<file path="src/rtl/time_set_ctrl.sv">
// rtl/time_set_ctrl.sv - watch time-setting sequencer: capture, field edit with range wrap, commit strobe
// Optional macro AUTO_REPEAT_EN: held up/down auto-repeat steps in EDIT.
module time_set_ctrl #(
    parameter int BLINK_DIV   = 25000000,
    parameter int YEAR_MAX    = 99
`ifdef AUTO_REPEAT_EN
    ,
    parameter int REPEAT_DLY  = 12500000,
    parameter int REPEAT_RATE = 2500000
`endif
) (
    input  logic        clk,
    input  logic        rst,
    input  logic        set_mode,
    input  logic [3:0]  btn,
    input  logic [47:0] bin_time,
    output logic [47:0] set_time,
    output logic        load,
    output logic        editing,
    output logic [2:0]  cursor,
    output logic        blink
);

    typedef enum logic [1:0] {RUN, CAPTURE, EDIT, COMMIT} state_t;

    localparam logic [47:0] TIME_RST = {8'd0, 8'd1, 8'd1, 8'd0, 8'd0, 8'd0};

    state_t      state;
    logic [3:0]  btn_q;
    logic [3:0]  press;
    logic [31:0] blink_cnt;

    logic        edit_act;
    logic        step_up;
    logic        step_dn;
    logic        act_up;
    logic        act_dn;
    logic        act_next;
    logic        act_prev;
    logic [7:0]  cur_val;
    logic [7:0]  fmin;
    logic [7:0]  fmax;
    logic [7:0]  new_val;
    logic [7:0]  clamp_day;
    logic [47:0] new_time;

    function automatic logic [7:0] maxday(input logic [7:0] month, input logic [7:0] year);
        case (month)
            8'd2:                    return (year[1:0] == 2'b00) ? 8'd29 : 8'd28;
            8'd4, 8'd6, 8'd9, 8'd11: return 8'd30;
            default:                 return 8'd31;
        endcase
    endfunction

    assign press    = btn & ~btn_q;
    assign edit_act = (state == EDIT) && set_mode;

`ifdef AUTO_REPEAT_EN
    logic [31:0] hold_cnt;
    logic        rep_armed;
    logic        rep_fire;

    // First repeat waits REPEAT_DLY after the press, then every REPEAT_RATE.
    always_comb begin
        rep_fire = (state == EDIT) && (btn[0] | btn[1]) && !(press[0] | press[1]) &&
                   (hold_cnt == (rep_armed ? 32'(REPEAT_RATE - 1) : 32'(REPEAT_DLY - 1)));
    end

    assign step_up = press[0] | (rep_fire & btn[0]);
    assign step_dn = press[1] | (rep_fire & btn[1]);

    always_ff @(posedge clk or negedge rst) begin
        if (!rst) begin
            hold_cnt  <= 32'd0;
            rep_armed <= 1'b0;
        end else if (!edit_act || !(btn[0] | btn[1]) || press[0] || press[1] || act_next || act_prev) begin
            hold_cnt  <= 32'd0;
            rep_armed <= 1'b0;
        end else if (rep_fire) begin
            hold_cnt  <= 32'd0;
            rep_armed <= 1'b1;
        end else begin
            hold_cnt  <= hold_cnt + 32'd1;
        end
    end
`else
    assign step_up = press[0];
    assign step_dn = press[1];
`endif

    always_comb begin
        act_up   = edit_act && step_up;
        act_dn   = edit_act && !step_up && step_dn;
        act_next = edit_act && !step_up && !step_dn && press[2];
        act_prev = edit_act && !step_up && !step_dn && !press[2] && press[3];

        cur_val = set_time[{cursor, 3'b000} +: 8];
        case (cursor)
            3'd0, 3'd1: begin fmin = 8'd1 - 8'd1; fmax = 8'd59; end
            3'd2:       begin fmin = 8'd0; fmax = 8'd23; end
            3'd3:       begin fmin = 8'd1; fmax = maxday(set_time[39:32], set_time[47:40]); end
            3'd4:       begin fmin = 8'd1; fmax = 8'd12; end
            default:    begin fmin = 8'd0; fmax = 8'(YEAR_MAX); end
        endcase

        if (act_up)
            new_val = (cur_val < fmin || cur_val >= fmax) ? fmin : cur_val + 8'd1;
        else
            new_val = (cur_val <= fmin || cur_val > fmax) ? fmax : cur_val - 8'd1;

        new_time = set_time;
        new_time[{cursor, 3'b000} +: 8] = new_val;

        // Month/year edits pull the day down into the new month's range.
        clamp_day = maxday(new_time[39:32], new_time[47:40]);
        if (cursor >= 3'd4 && new_time[31:24] > clamp_day)
            new_time[31:24] = clamp_day;
    end

    always_ff @(posedge clk or negedge rst) begin
        if (!rst) begin
            state     <= RUN;
            set_time  <= TIME_RST;
            load      <= 1'b0;
            editing   <= 1'b0;
            cursor    <= 3'd0;
            blink     <= 1'b0;
            blink_cnt <= 32'd0;
            btn_q     <= 4'd0;
        end else begin
            btn_q <= btn;
            load  <= 1'b0;
            case (state)
                RUN: begin
                    blink <= 1'b0;
                    if (set_mode) begin
                        state   <= CAPTURE;
                        editing <= 1'b1;
                    end
                end
                CAPTURE: begin
                    set_time  <= bin_time;
                    cursor    <= 3'd0;
                    blink     <= 1'b0;
                    blink_cnt <= 32'd0;
                    state     <= EDIT;
                end
                EDIT: begin
                    if (!set_mode) begin
                        state <= COMMIT;
                        load  <= 1'b1;
                        blink <= 1'b0;
                    end else if (act_up || act_dn) begin
                        set_time  <= new_time;
                        blink     <= 1'b1;
                        blink_cnt <= 32'd0;
                    end else if (act_next) begin
                        cursor    <= (cursor == 3'd5) ? 3'd0 : cursor + 3'd1;
                        blink_cnt <= 32'd0;
                    end else if (act_prev) begin
                        cursor    <= (cursor == 3'd0) ? 3'd5 : cursor - 3'd1;
                        blink_cnt <= 32'd0;
                    end else if (blink_cnt == 32'(BLINK_DIV - 1)) begin
                        blink     <= ~blink;
                        blink_cnt <= 32'd0;
                    end else begin
                        blink_cnt <= blink_cnt + 32'd1;
                    end
                end
                default: begin
                    state   <= RUN;
                    editing <= 1'b0;
                end
            endcase
        end
    end

endmodule

</file>
<file path="config.mk">
export PLATFORM = sky130hd
export DESIGN_NAME = time_set_ctrl
export DESIGN_NICKNAME = d
export VERILOG_FILES = /design/src/rtl/time_set_ctrl.sv
export SDC_FILE = /design/constraint.sdc
export NUM_CORES = 1
export LEC_CHECK = 0
export CORE_MARGIN = 8
export CORE_UTILIZATION = 49
export DETAILED_ROUTE_END_ITERATION = 8
export GPL_TIMING_DRIVEN = 0
export PLACE_DENSITY = 0.75
export SYNTH_ARGS = -nofsm -noshare
export SYNTH_HDL_FRONTEND = slang
export SYNTH_SLANG_ARGS = --single-unit
</file>
<file path="constraint.sdc">
create_clock -name clk -period 6.4 [get_ports clk]
set_input_delay 1.6 -clock clk [delete_from_list [all_inputs] [get_ports clk]]
set_output_delay 1.6 -clock clk [all_outputs]
set_load 0.05 [all_outputs]
</file>
==> metrics.txt, run 1 <==
Rel. slew slack 30.6%; skew final 0.00853 ns; layout overhead on the synthesized area 25.8%; Setup crit start cursor[0]; clk sinks 92; number of nets in the layout 1015; Post-Synth Simple-Gate Area 22.3%; worst hold path type flip-flop to flip-flop; Post-synth EDFFs 0; GRT Residual Overflow 0; share of cells above drive strength 1 8.22%; Post-CTS Hold Fix Bufs 0; Fill cells 1185; Starting Density 50.2%; mean post-synth cell area 8.22 sq um; crit-path max FO 28; row cnt 42; H-tree Lvls 3; routed len/inst 20.9 microns; hold path startpoint blink_cnt[20]; largest family of logic cells by synthesized area compound AO/OA/AOI/OAI gates; leading cell type in the layout, fill and taps excluded nand2_1; largest net degree at the start of global routing 56; WL final 23300 microns; 1st-pass router iterations 6; Setup crit end set_time[25]; Yosys warnings 0; Cell variety after synth 81; post-synthesis xor/xnor area fraction 1.58%; FF-to-FF End set_time[25]; Main synth FF type dfrtp_1; Synth async-reset ratio 100%; Vias/cell 6.34; Mapped Area 0.00665 sq mm; Die W 132 microns; Seq/Total Area, Yosys 34.7%; Die ar. 0.0175 sq mm; port bufs 108; status complete, no violations; unrepaired setup endpoints after global routing no; synthesized netlist cell count 809; FMAX 0.166 GHz; r2r startpoint cursor[0]; period utilisation layout 93.9%; clock buffer depth 2; final setup fails 0; CP top delay family compound AO/OA/AOI/OAI gates; routed via count 7059; Yosys top cell by area dfrtp_1; Worst Path Arrival 6.26 ns; Adder-Cell Fraction of Synth Area 5.08%; Buf+Inv Stages, Crit Path 4; Routability Congestion 0.958; hold violation count in the final report 0; Critical Path Max Stage Delay 0.46 ns; critical path class flip-flop to flip-flop; ant diodes 0; Ports 109; CTS Buf Count 9; antenna violations before repair 0; Final Util 63.2%; all-layer global routing usage 26.1%; TritonCTS clock tree yes; crit path launch type flip-flop; register bit total from synthesis 92; vias in the first global route 6711; first-pass GRT wire length 36600 microns; Max Cap Viol 0; Clk Latency, worst-skew pair 0.35 ns; die span in y 132 microns; Critical Path RT 6.65 ns; Remaining DRCs 0; Setup crit end kind flip-flop; Starting DRT DRC Count 901; Clock transition at path regs 0.06 ns; Compound-Gate Fraction of Synth Area 26.1%; worst reg2reg path depth 27; Critical Path Stages 27; Worst path slowest cell dfrtp_2; Slew Viols, Final 0; actual slew at the worst max-slew pin 1.04 ns; core area 0.0132 sq mm; commonest non-fill, non-tap cells in the layout 130 x nand2_1, 107 x clkdlybuf4s50_1, 100 x o21ai_0; Synth Net Count 891; Routed Antenna Nets 0; Root Buffer clkbuf_16; R2R setup slack 0.39 ns; post-synthesis mux area share 4.97%; Tmin final 6.01 ns; top-area cell type share of the netlist area 33.9%; Synth area leaders dfrtp_1 34%, o21ai_0 7.6%, nand2_1 7.3%, ha_1 5.1%, a21oi_1 3.5%; hpwl dp 17800 microns
cells by family after synthesis:
logic type | count (synthesis)
and+or+nand+nor | 310
AOI/OAI and AO/OA | 265
DFF | 92
buffers and inverters | 76
muxes | 27
adders and majority gates | 27
xor gates and xnor gates | 12
through the flow:
| stage | setup slack (ns) | std cells | setup TNS, ns | hold WS (ns) | instance area, sq um |
|---|---|---|---|---|---|
| after floorplan | 0.0989 | 809 | 0 | 0.442 | 6650 |
| after global placement | -1.38 | 1093 | -4.24 | 0.460 | 7950 |
| after detailed placement | -0.946 | 1094 | -2.77 | 0.484 | 7980 |
| after CTS | 0.0437 | 1108 | 0 | 0.492 | 8300 |
| after global routing | 0.00275 | 1113 | 0 | 0.532 | 8360 |
| final | 0.389 | 1113 | 0 | 0.491 | 8360 |
area by class of cell:
type	count	area, sq um	share of cell area (%)
inverter	33	124	1.48
buffer	41	216	2.59
tap	176	220	2.63
clock buffer	11	253	3.02
clock inverter	4	25.0	0.299
sequential	92	2310	27.6
timing repair buffer	115	1150	13.8
multi-input combinational	641	4070	48.6
synthesized netlist by cell type (all sizes together), types with 3 or more instances:
library cell,number
a31oi,8
or2,4
a21o,5
o22ai,15
o31ai,9
mux2i,12
inv,32
a21oi,47
nand4,9
dfrtp,90
buf,15
ha,27
and4,4
clkbuf,27
a22oi,19
a211oi,5
and2,5
and3,18
nor3,16
nor2,47
mux4,3
or3,4
nor4,12
o211ai,5
nand3b,3
o21ai,105
xnor2,9
a41oi,3
a32oi,3
nand2,131
a222oi,11
mux2,12
nor2b,13
xor2,3
a22o,11
nand3,36
state kept, by name (all words and copies together) (netlist names):
signal / cells
set_time: 48
state: 2
load: 1
cursor: 3
editing: 1
blink_cnt: 32
btn_q: 4
blink: 1
timing repair:
item	in CTS	in global routing
gates resized for setup	7	8
buffers inserted	0	6
pin swaps	0	4
setup endpoints to repair	3	3
worst min-delay path by stage:
stage,to,slack [ns],depth (start not counted)
finish,blink_cnt[20],0.49,1
global route,blink_cnt[22],0.53,1
CTS,blink_cnt[20],0.49,1
detailed placement,blink_cnt[20],0.48,1
global placement,blink_cnt[20],0.46,1
floorplan,blink_cnt[20],0.44,1
per-layer routing:
layer / wire length [microns] / up-vias / GRT usage, %
met5: 0 / - / 0
met1: 9470 / 3398 / 33.9
li1: - / 3225 / -
met3: 2060 / 56 / 5.49
met4: 839 / 0 / 11.0
met2: 10900 / 380 / 41.4
Power of run 1 is not shown: default switching activity piles up to over one toggle a cycle in this logic, so the estimate is an artifact.
==> inputs of run 2 (changes only) <==
- ABC_CLOCK_PERIOD_IN_PS: unset -> 6400
- CTS_CLUSTER_SIZE: unset -> 20
==> results of run 2 <==
Final layout, timing and power as in run 1 (identical DEF).
Power of run 2 is left out for the same reason.
